==> config.mk <==
export PLATFORM = sky130hd
export DESIGN_NAME = hs_ram_arbiter_flat
export DESIGN_NICKNAME = d
export VERILOG_FILES = /design/src/rtl/hs_ram_arbiter_if.sv /design/src/rtl/hs_ram_arbiter.sv /design/src/flat_wrapper.sv
export SDC_FILE = /design/constraint.sdc
export NUM_CORES = 1
export LEC_CHECK = 0
export CORE_ASPECT_RATIO = 1.25
export CORE_MARGIN = 4
export CORE_UTILIZATION = 42
export DETAILED_ROUTE_END_ITERATION = 10
export PLACE_DENSITY_LB_ADDON = 0.2
export SLEW_MARGIN = 20
export SYNTH_ARGS = -nofsm -noshare
export SYNTH_HDL_FRONTEND = slang
export SYNTH_SLANG_ARGS = --single-unit
==> constraint.sdc <==
create_clock -name clk_sys -period 3.26 [get_ports clk_sys]
set_input_delay 0.326 -clock clk_sys [delete_from_list [all_inputs] [get_ports clk_sys]]
set_output_delay 0.326 -clock clk_sys [all_outputs]
set_load 0.05 [all_outputs]
==> src/rtl/hs_ram_arbiter_if.sv <==
// RAM-port sharing bundle between the game CPU, the hiscore engine, the pause block
// and the core's synchronous work RAM.
interface hs_ram_arbiter_if #(
  parameter int AW = 11
);
  logic [AW-1:0] cpu_addr;
  logic [7:0]    cpu_din;
  logic          cpu_we;
  logic [7:0]    cpu_dout;
  logic [AW-1:0] hs_address;
  logic [7:0]    hs_data_in;
  logic          hs_write_enable;
  logic          hs_read_intent;
  logic          hs_write_intent;
  logic [7:0]    hs_data_out;
  logic          hs_grant;
  logic          pause_req;
  logic          paused;
  logic [AW-1:0] ram_addr;
  logic [7:0]    ram_din;
  logic          ram_we;
  logic [7:0]    ram_dout;
  logic          hs_timeout;

  // Environment side: CPU, hiscore engine, pause block and RAM.
  modport master (
    output cpu_addr, cpu_din, cpu_we, hs_address, hs_data_in, hs_write_enable,
           hs_read_intent, hs_write_intent, paused, ram_dout,
    input  cpu_dout, hs_data_out, hs_grant, pause_req, ram_addr, ram_din, ram_we,
           hs_timeout
  );

  // Arbiter side.
  modport slave (
    input  cpu_addr, cpu_din, cpu_we, hs_address, hs_data_in, hs_write_enable,
           hs_read_intent, hs_write_intent, paused, ram_dout,
    output cpu_dout, hs_data_out, hs_grant, pause_req, ram_addr, ram_din, ram_we,
           hs_timeout
  );
endinterface

==> src/rtl/hs_ram_arbiter.sv <==
// Pauses the game CPU, waits for a settle delay, lends the work-RAM port to the
// hiscore engine, then hands it back and releases the pause.
module hs_ram_arbiter #(
  parameter int AW      = 11,
  parameter int SETTLE  = 4,
  parameter int RELEASE = 2,
  parameter int TIMEOUT = 1023
) (
  input  logic            clk_sys,
  input  logic            reset_n,
  hs_ram_arbiter_if.slave bus
);

  typedef enum logic [2:0] {
    ST_IDLE       = 3'd0,
    ST_PAUSE_WAIT = 3'd1,
    ST_SETTLE     = 3'd2,
    ST_GRANT      = 3'd3,
    ST_RELEASE    = 3'd4
  } state_t;

  localparam logic [9:0] WAIT_LAST    = 10'(TIMEOUT - 1);
  localparam logic [3:0] SETTLE_LAST  = 4'(SETTLE - 1);
  localparam logic [3:0] RELEASE_LAST = 4'(RELEASE - 1);

  state_t     state_r;
  state_t     state_next;
  logic [9:0] wait_cnt_r;
  logic [3:0] cnt_r;
  logic       hs_grant_r;
  logic       pause_req_r;
  logic       hs_timeout_r;
  logic       timeout_hit;
  logic       req;

  assign req = bus.hs_read_intent | bus.hs_write_intent;

  // Next-state decode; a finished RELEASE always passes through IDLE before re-arming.
  always_comb begin
    state_next  = state_r;
    timeout_hit = 1'b0;
    case (state_r)
      ST_IDLE: begin
        if (req) state_next = ST_PAUSE_WAIT;
        else     state_next = ST_IDLE;
      end
      ST_PAUSE_WAIT: begin
        if (!req) begin
          state_next = ST_RELEASE;
        end else if (bus.paused) begin
          state_next = ST_SETTLE;
        end else if (wait_cnt_r == WAIT_LAST) begin
          state_next  = ST_RELEASE;
          timeout_hit = 1'b1;
        end else begin
          state_next = ST_PAUSE_WAIT;
        end
      end
      ST_SETTLE: begin
        if (!req)                      state_next = ST_RELEASE;
        else if (!bus.paused)          state_next = ST_PAUSE_WAIT;
        else if (cnt_r == SETTLE_LAST) state_next = ST_GRANT;
        else                           state_next = ST_SETTLE;
      end
      ST_GRANT: begin
        if (!req) state_next = ST_RELEASE;
        else      state_next = ST_GRANT;
      end
      ST_RELEASE: begin
        if (cnt_r == RELEASE_LAST) state_next = ST_IDLE;
        else                       state_next = ST_RELEASE;
      end
      default: state_next = ST_IDLE;
    endcase
  end

  // State, saturating counters (cleared on every state change) and registered outputs.
  always_ff @(posedge clk_sys or negedge reset_n) begin
    if (!reset_n) begin
      state_r      <= ST_IDLE;
      wait_cnt_r   <= 10'd0;
      cnt_r        <= 4'd0;
      hs_grant_r   <= 1'b0;
      pause_req_r  <= 1'b0;
      hs_timeout_r <= 1'b0;
    end else begin
      state_r <= state_next;
      if (state_next != state_r) begin
        wait_cnt_r <= 10'd0;
        cnt_r      <= 4'd0;
      end else begin
        if (wait_cnt_r != 10'h3FF) wait_cnt_r <= wait_cnt_r + 10'd1;
        if (cnt_r != 4'hF)         cnt_r      <= cnt_r + 4'd1;
      end
      hs_grant_r  <= (state_next == ST_GRANT);
      pause_req_r <= (state_next != ST_IDLE);
      if (timeout_hit) hs_timeout_r <= 1'b1;
    end
  end

  // Port mux keyed on the registered grant, so a hiscore write can never leak through early.
  always_comb begin
    if (hs_grant_r) begin
      bus.ram_addr = bus.hs_address;
      bus.ram_din  = bus.hs_data_in;
      bus.ram_we   = bus.hs_write_enable & bus.hs_write_intent;
    end else begin
      bus.ram_addr = bus.cpu_addr;
      bus.ram_din  = bus.cpu_din;
      bus.ram_we   = bus.cpu_we;
    end
  end

  assign bus.cpu_dout    = bus.ram_dout;
  assign bus.hs_data_out = bus.ram_dout;
  assign bus.hs_grant    = hs_grant_r;
  assign bus.pause_req   = pause_req_r;
  assign bus.hs_timeout  = hs_timeout_r;

endmodule

==> src/flat_wrapper.sv <==
// flat-port wrapper written by rule: the top's interface ports become plain ports
module hs_ram_arbiter_flat 
#(
  parameter int AW      = 11,
  parameter int SETTLE  = 4,
  parameter int RELEASE = 2,
  parameter int TIMEOUT = 1023
)
  (clk_sys, reset_n, bus_cpu_addr, bus_cpu_din, bus_cpu_we, bus_hs_address, bus_hs_data_in, bus_hs_write_enable, bus_hs_read_intent, bus_hs_write_intent, bus_paused, bus_ram_dout, bus_cpu_dout, bus_hs_data_out, bus_hs_grant, bus_pause_req, bus_ram_addr, bus_ram_din, bus_ram_we, bus_hs_timeout);
  hs_ram_arbiter_if #(.AW(AW)) bus_i ();
  input  logic clk_sys;
  input  logic reset_n;
  input wire logic [$bits(bus_i.cpu_addr)-1:0] bus_cpu_addr;
  input wire logic [$bits(bus_i.cpu_din)-1:0] bus_cpu_din;
  input wire logic [$bits(bus_i.cpu_we)-1:0] bus_cpu_we;
  input wire logic [$bits(bus_i.hs_address)-1:0] bus_hs_address;
  input wire logic [$bits(bus_i.hs_data_in)-1:0] bus_hs_data_in;
  input wire logic [$bits(bus_i.hs_write_enable)-1:0] bus_hs_write_enable;
  input wire logic [$bits(bus_i.hs_read_intent)-1:0] bus_hs_read_intent;
  input wire logic [$bits(bus_i.hs_write_intent)-1:0] bus_hs_write_intent;
  input wire logic [$bits(bus_i.paused)-1:0] bus_paused;
  input wire logic [$bits(bus_i.ram_dout)-1:0] bus_ram_dout;
  output wire logic [$bits(bus_i.cpu_dout)-1:0] bus_cpu_dout;
  output wire logic [$bits(bus_i.hs_data_out)-1:0] bus_hs_data_out;
  output wire logic [$bits(bus_i.hs_grant)-1:0] bus_hs_grant;
  output wire logic [$bits(bus_i.pause_req)-1:0] bus_pause_req;
  output wire logic [$bits(bus_i.ram_addr)-1:0] bus_ram_addr;
  output wire logic [$bits(bus_i.ram_din)-1:0] bus_ram_din;
  output wire logic [$bits(bus_i.ram_we)-1:0] bus_ram_we;
  output wire logic [$bits(bus_i.hs_timeout)-1:0] bus_hs_timeout;
  assign bus_i.cpu_addr = bus_cpu_addr;
  assign bus_i.cpu_din = bus_cpu_din;
  assign bus_i.cpu_we = bus_cpu_we;
  assign bus_i.hs_address = bus_hs_address;
  assign bus_i.hs_data_in = bus_hs_data_in;
  assign bus_i.hs_write_enable = bus_hs_write_enable;
  assign bus_i.hs_read_intent = bus_hs_read_intent;
  assign bus_i.hs_write_intent = bus_hs_write_intent;
  assign bus_i.paused = bus_paused;
  assign bus_i.ram_dout = bus_ram_dout;
  assign bus_cpu_dout = bus_i.cpu_dout;
  assign bus_hs_data_out = bus_i.hs_data_out;
  assign bus_hs_grant = bus_i.hs_grant;
  assign bus_pause_req = bus_i.pause_req;
  assign bus_ram_addr = bus_i.ram_addr;
  assign bus_ram_din = bus_i.ram_din;
  assign bus_ram_we = bus_i.ram_we;
  assign bus_hs_timeout = bus_i.hs_timeout;
  hs_ram_arbiter #(.AW(AW), .SETTLE(SETTLE), .RELEASE(RELEASE), .TIMEOUT(TIMEOUT)) u_core (.clk_sys(clk_sys), .reset_n(reset_n), .bus(bus_i));
endmodule
Word level (Yosys, flattened, before mapping). Index checks and enable logic that the tools add are counted.

Register bits after elaboration: 20. Word-level logic and storage cells: 46. Bits of input ports: 53. Output and inout port bits: 39.

Equal/unequal tests: 11. Bitwise gates (word level): 2. Add/subtract/negate cells: 2. Reductions and logical operators: 4. Muxes and demuxes: 21.

Operator list (number): $mux W3 (7); $mux W10 (2); $pmux W3 S5 (1); $mux W11 (1); $add A10 B1 Y10 const B (1); $eq A10 B10 Y1 const B (1); $ne A10 B10 Y1 const B (1); $eq A3 B2 Y1 const B (3); $mux W4 (2); $mux W8 (1); $mux W1 (7); $add A4 B1 Y4 const B (1); $eq A4 B1 Y1 const B (1); $eq A4 B2 Y1 const B (1); $ne A4 B4 Y1 const B (1); $reduce_bool A2 Y1 (2); $eq A3 B1 Y1 const B (1); $eq A3 B3 Y1 const B (1); $logic_not A3 Y1 (1); $ne A3 B3 Y1 (1); $reduce_bool A3 Y1 (1); $and A1 B1 Y1 (1); $or A1 B1 Y1 (1).

Depth between registers and ports, before layout. Gate-level depths: netlist of the first run.

Word-level depth: 7. Depth in mapped cells: 7. Mapped depth without buffers: 6.

Worst setup path after synthesis of the first run. No wires, ideal clock.

Path type: register to output. Start point: register u_core.hs_grant_r (netlist: u_core.bus.hs_grant). End point: output port bus_ram_we. Arrival: 1.998 ns. Path buffers: 1. Slack: 0.936 ns. Stages on the path, launching flop included: 3. Path through: dfrtp_1 -> clkbuf_1 -> o21ai_0.

Longest elaborated chain between the ends: 1.

RTL lines: from (decl) (line hs_ram_arbiter.sv:30) `logic hs_grant_r;`; from (signal assigned) (line hs_ram_arbiter.sv:95) `hs_grant_r <= (state_next == ST_GRANT);`; $mux W1 (line hs_ram_arbiter.sv:103) `if (hs_grant_r) begin`; to (decl) (line flat_wrapper.sv:29) `output wire logic [$bits(bus_i.ram_we)-1:0] bus_ram_we;`.

No other way between the ends.

Worst setup path in the final report of the first run.
Start point: register u_core.hs_grant_r (netlist: u_core.bus.hs_grant). End point: output port bus_ram_din[2].

Longest elaborated chain between the ends: 1.

RTL lines: $mux W8 (line hs_ram_arbiter.sv:103); to (decl) (line flat_wrapper.sv:28) `output wire logic [$bits(bus_i.ram_din)-1:0] bus_ram_din;`.

No other way between the ends.

==> results of run 1 <==
placed cells by master, fill, tap and decap left out, types with 2 or more instances in the layout:
| cell type | netlist | final |
|---|---|---|
| xnor2_1 | 3 | 3 |
| nand2_1 | 9 | 9 |
| nor4_1 | 4 | 4 |
| ha_1 | 4 | 4 |
| mux2_2 | 20 | 20 |
| and3_1 | 3 | 3 |
| and4_1 | 2 | 2 |
| mux2i_1 | 3 | 3 |
| clkdlybuf4s50_1 | 0 | 67 |
| a31oi_1 | 2 | 2 |
| nand2b_1 | 3 | 3 |
| nor4_2 | 9 | 9 |
| and2_1 | 3 | 3 |
| o21ai_0 | 5 | 5 |
| inv_1 | 7 | 7 |
| nand3_1 | 6 | 6 |
| dfrtp_1 | 20 | 20 |
| nand4_1 | 4 | 4 |
| nor2_1 | 4 | 4 |
| xor2_1 | 3 | 3 |
| o211ai_1 | 3 | 3 |
| clkbuf_8 | 0 | 4 |
| o2111ai_1 | 2 | 2 |
flip-flops by register name (all words and copies together) (netlist names):
| name | flops |
|---|---|
| u_core.wait_cnt_r | 10 |
| u_core.cnt_r | 4 |
| u_core.state_r | 3 |
| u_core.bus.hs_grant | 1 |
| u_core.bus.hs_timeout | 1 |
| u_core.bus.pause_req | 1 |
critical path, stage by stage, from the launching register on:
cell,delay [ps]
dfrtp_1,860
mux2_2,420
clkdlybuf4s50_1,710
Yosys cell counts (2+ instances only):
master / instances
a31oi_1: 2
and2_1: 3
and3_1: 3
and4_1: 2
buf_4: 17
buf_6: 2
clkbuf_1: 2
dfrtp_1: 20
ha_1: 4
inv_1: 7
mux2_2: 20
mux2i_1: 3
nand2_1: 9
nand2b_1: 3
nand3_1: 6
nand4_1: 4
nor2_1: 4
nor4_1: 4
nor4_2: 9
o2111ai_1: 2
o211ai_1: 3
o21ai_0: 5
xnor2_1: 3
xor2_1: 3
cell type report:
type,count,area share
clock buffer,4,0.0246
inverter,7,0.0117
multi-input combinational,111,0.419
sequential,20,0.223
tap,40,0.0223
timing repair buffer,67,0.299
per-stage QoR:
step / utilization / area (sq um) / setup WS [ps] / std cells / power [mW]
after floorplan: - / 1630 / 936 / 160 / 1.14
after global placement: 0.582 / 2190 / 959 / 245 / 1.29
after detailed placement: 0.582 / 2190 / 895 / 245 / 1.32
after CTS: 0.597 / 2240 / 634 / 249 / 1.51
after global routing: 0.597 / 2240 / 545 / 249 / 1.59
final: 0.597 / 2240 / 685 / 249 / 1.49
power breakdown:
group / total [mW] / switching [mW] / internal (mW)
registers: 0.393 / 0.0934 / 0.300
logic: 0.906 / 0.553 / 0.354
clock network: 0.189 / 0.0816 / 0.108
worst max path at each step:
stage	from	to	slack (ps)	depth (start not counted)
5_1_grt	u_core.bus.hs_grant$_DFF_PN0_	bus_ram_we	540	3
2_1_floorplan	u_core.bus.hs_grant$_DFF_PN0_	bus_ram_we	940	2
6_report	u_core.bus.hs_grant$_DFF_PN0_	bus_ram_din[2]	690	2
3_3_place_gp	bus_hs_write_intent	u_core.wait_cnt_r[9]$_DFFE_PN0P_	960	5
3_5_place_dp	bus_hs_write_intent	u_core.wait_cnt_r[9]$_DFFE_PN0P_	890	5
4_1_cts	u_core.bus.hs_grant$_DFF_PN0_	bus_ram_din[2]	630	2
routing by layer:
| layer | global-route usage | vias to the layer above | share of wire |
|---|---|---|---|
| li1 | - | 678 | - |
| met1 | 0.214 | 674 | 0.39 |
| met2 | 0.320 | 70 | 0.52 |
| met3 | 0.0492 | 5 | 0.088 |
| met4 | 0.0389 | 0 | 0.0077 |
| met5 | 0 | - | 0 |
logic make-up after synthesis:
logic type	count (synthesis)	synth area share
buffers and inverters	29	0.116
and+or+nand+nor	55	0.238
muxes	23	0.157
AOI/OAI and AO/OA	22	0.112
adders and majority gates	5	0.0369
xor gates and xnor gates	6	0.0323
DFF	20	0.307
==> impl_metrics.py, run 1 <==
metrics = {
    "outcome": {
        "status": "complete, no violations",
    },
    "hold_path": {
        "whs_path_depth": 1,
        "holdCritStartpoint": "u_core.bus.hs_timeout$_DFFE_PN0P_",
        "min_to": "u_core.bus.hs_timeout$_DFFE_PN0P_",
        "hold_class": "register to register",
    },
    "global_routing": {
        "overflow": 0,
        "grt_usage": 0.180,
        "first_global_vias": 1456,
        "grt_max_degree": 23,
        "grt_pass1_wl_mm": 7.21,
        "antenna_found_initial": 0,
    },
    "clock_tree": {
        "cts.repair_timing.setup_buffer_count": 0,
        "cts_max_level": 1,
        "clock_sinks": 20,
        "clk_pin_slew_ps": 70,
        "numCtsBuffers": 3,
        "cts_tree": "built",
        "hold_buffers": 0,
        "cts_buffer_depth": 2,
        "cts_root_buf": "clkbuf_8",
        "clk_latency_ps": 260,
        "cts_resized": 0,
    },
    "yosys": {
        "syn_avg_cell_area_sq_um": 10.2,
        "seq_area_frac_synth": 0.307,
        "synth_edf_count": 0,
        "synth.cell_area_sq_um": 1630,
        "postSynthCellCount": 160,
        "ys_top_cells_by_area": "dfrtp_1 31%, mux2_2 14%, buf_4 7.8%",
        "synth_top_area_share": 0.307,
        "ys_warn_count": 0,
        "syn_nets": 217,
        "yosysUniqueCellTypes": 44,
        "ys_seq_elements": 20,
        "synth_ff_type": "dfrtp_1",
        "synth_top_area_cell": "dfrtp_1",
        "async_reset_ff_frac": 1.00,
    },
    "floorplanning": {
        "die_area_sq_um": 4940,
        "die_y_microns": 77.6,
        "initial_core_util": 0.434,
        "ios": 92,
        "die_width_microns": 63.7,
        "num_rows": 25,
        "coreArea_sq_um": 3750,
    },
    "final_layout": {
        "register_area_sq_um": 500,
        "antenna_cells": 0,
        "drive_gt1_frac": 0.191,
        "fillCellCount": 336,
        "fin_nets": 267,
        "multi_input_comb_area_sq_um": 938,
        "syn_to_final_growth_pct": 37.7,
    },
    "pwr": {
        "p_leak_nw": 0.896,
        "power.density_nw_per_um2": 664,
        "irDropWorstVdd_uv": 339,
    },
    "sta": {
        "hold_viol": 0,
        "setup-violations-final": 0,
        "finalCritPeriodShare": 0.790,
        "hold_slack_ps": 493,
        "finalCriticalPeriod_ps": 2570,
        "fmax_mhz": 388,
        "tightest_slew_ps": 934,
        "setup_tns_ps": 0,
        "final_max_slew_viol_count": 0,
        "skew_ps": 4.55,
        "relSlewSlack": 0.375,
        "rsz0062_at_grt": "false",
    },
    "setup_path": {
        "cp-start-kind": "register",
        "cp-end-kind": "output port",
        "r2r_slack_ps": 1220,
        "criticalPathCategory": "register to output port",
        "cp_max_fo": 22,
        "rr_endpoint": "u_core.wait_cnt_r[9]$_DFFE_PN0P_",
        "crit_arrival_ps": 2250,
        "r2r-start": "u_core.wait_cnt_r[0]$_DFFE_PN0P_",
        "crit_required_ps": 2930,
        "reg2regPathDepth": 6,
    },
    "detailed_routing": {
        "vias": 1427,
        "drc": 0,
        "drt_pass1_iterations": 4,
        "wl_mm": 4.18,
        "wire_per_inst_microns": 16.8,
        "via_per_inst": 5.73,
        "drt-initial-drc-count": 62,
        "ant_nets": 0,
    },
    "job": {
        "maxCapViolCount": 0,
    },
    "place": {
        "gp_congestion": 0.867,
        "io_buffers": 67,
        "dp_hpwl_mm": 3.37,
    },
}
(Power assumes the default switching activity.)
==> run 2: changes to the inputs <==
Settings changed: CORE_UTILIZATION 42 to 39.
Clock period 3.26 ns to 2.4 ns, I/O delays scaled along.
==> run 2 against run 1 <==
Net effect: combinational power up 43%; final cell count grew 8.0%; die area rose by 6.8%; clock-buffer cell count is the same; critical path depth rose by 1; clock power up 38%; non-clock buffer count grew 4; critical endpoint is now bus_ram_din[4]; largest power group unchanged; highest routed layer unchanged.
==> impl_metrics.py, run 2 (same netlist as run 1, synthesis figures left out) <==
metrics = {
    "outcome": {
        "status": "complete, no violations",
    },
    "final_layout": {
        "largest_register_ffs": 10,
        "layout_common_cells": "66 x clkdlybuf4s50_1, 20 x mux2_2, 20 x dfrtp_1",
        "multi_input_comb_area_sq_um": 938,
        "register_area_sq_um": 500,
        "top_register": "u_core.wait_cnt_r",
        "antenna_cells": 0,
        "drive_gt1_frac": 0.211,
        "layout_commonest_cell": "clkdlybuf4s50_1",
        "fillCellCount": 337,
        "fin_nets": 271,
        "syn_to_final_growth_pct": 40.6,
        "top_regs": "u_core.wait_cnt_r (10), u_core.cnt_r (4), u_core.state_r (3)",
    },
    "sta": {
        "setup-violations-final": 0,
        "tightest_slew_ps": 896,
        "final_max_slew_viol_count": 0,
        "hold_viol": 0,
        "finalCritPeriodShare": 0.900,
        "fmax_mhz": 463,
        "setup_slack_ps": 239,
        "skew_ps": 6.13,
        "finalCriticalPeriod_ps": 2160,
        "setup_tns_ps": 0,
        "rsz0062_at_grt": "false",
        "relSlewSlack": 0.403,
    },
    "clock_tree": {
        "clk_pin_slew_ps": 80,
        "clk_latency_ps": 260,
        "cts_buffer_depth": 2,
        "clock_sinks": 20,
        "cts_resized": 0,
        "hold_buffers": 0,
        "cts_root_buf": "clkbuf_8",
        "cts_tree": "built",
        "cts_max_level": 1,
        "cts.repair_timing.setup_buffer_count": 0,
        "numCtsBuffers": 3,
    },
    "place": {
        "place_ws_ps": 345,
        "dp_hpwl_mm": 3.35,
        "io_buffers": 67,
        "gp_congestion": 0.824,
    },
    "global_routing": {
        "grt_pass1_wl_mm": 6.89,
        "first_global_vias": 1474,
        "antenna_found_initial": 0,
        "grt_usage": 0.164,
        "grt_max_degree": 23,
        "overflow": 0,
    },
    "setup_path": {
        "crit_required_ps": 2160,
        "crit_arrival_ps": 1920,
        "cp-end-kind": "output port",
        "criticalPathCategory": "register to output port",
        "cp_max_fo": 22,
        "cp-start-kind": "register",
    },
    "detailed_routing": {
        "drt-initial-drc-count": 23,
        "drt_pass1_iterations": 4,
        "drc": 0,
        "via_per_inst": 5.41,
        "ant_nets": 0,
        "wl_mm": 4.20,
        "vias": 1455,
        "wire_per_inst_microns": 15.6,
    },
    "pwr": {
        "power_mw": 2.06,
        "irDropWorstVdd_uv": 533,
        "p_leak_nw": 0.917,
        "power.density_nw_per_um2": 899,
    },
    "floorplanning": {
        "die_width_microns": 65.8,
        "initial_core_util": 0.400,
        "ios": 92,
        "num_rows": 26,
        "coreArea_sq_um": 4070,
        "die_y_microns": 80.2,
        "die_area_sq_um": 5280,
    },
    "hold_path": {
        "hold_class": "input port to asynchronous set/reset pin",
    },
    "job": {
        "maxCapViolCount": 0,
    },
}
run 2: worst max-delay path: stages, from the launching register on:
cell	delay, ps
dfrtp_1	320
buf_4	260
mux2_2	370
clkdlybuf4s50_1	710
run 2: area by class of cell:
cell class,instances,area share
clock buffer,4,0.0241
inverter,7,0.0115
multi-input combinational,111,0.410
sequential,20,0.219
tap,56,0.0306
timing repair buffer,71,0.305
run 2: path summary, 6_finish.rpt:
kind / start / endpoint / slack (ps) / depth (start not counted)
min reg2reg: u_core.bus.hs_timeout$_DFFE_PN0P_ / u_core.bus.hs_timeout$_DFFE_PN0P_ / 490 / 1
max in group asynchronous: reset_n / u_core.cnt_r[1]$_DFFE_PN0P_ / 1880 / 2
min in group clk_sys: bus_ram_dout[2] / bus_cpu_dout[2] / 480 / 0
max reg2reg: u_core.cnt_r[0]$_DFFE_PN0P_ / u_core.wait_cnt_r[0]$_DFFE_PN0P_ / 530 / 4
max: u_core.bus.hs_grant$_DFF_PN0_ / bus_ram_din[4] / 240 / 3
min: reset_n / u_core.wait_cnt_r[2]$_DFFE_PN0P_ / 300 / 2
run 2: report_power, final:
part / internal (mW) / total [mW] / switching [mW]
Clock: 0.146 / 0.260 / 0.114
Sequential: 0.408 / 0.496 / 0.0876
Combinational: 0.502 / 1.30 / 0.800
Total: 1.06 / 2.06 / 1.00
run 2: per-layer routing:
layer / global-route usage / up-vias / wire length, microns
li1: - / 687 / -
met5: 0 / - / 0
met2: 0.301 / 93 / 2070
met1: 0.177 / 668 / 1560
met3: 0.0517 / 7 / 503
met4: 0.0436 / 0 / 65
run 2: per-stage QoR:
step | instances | utilization | hold slack [ps] | area, sq um
after global routing | 269 | 0.563 | 347 | 2290
final | 269 | 0.563 | 305 | 2290
after global placement | 265 | 0.549 | 474 | 2230
after CTS | 269 | 0.563 | 316 | 2290
after floorplan | 160 | - | -55.6 | 1630
after detailed placement | 265 | 0.549 | 474 | 2230
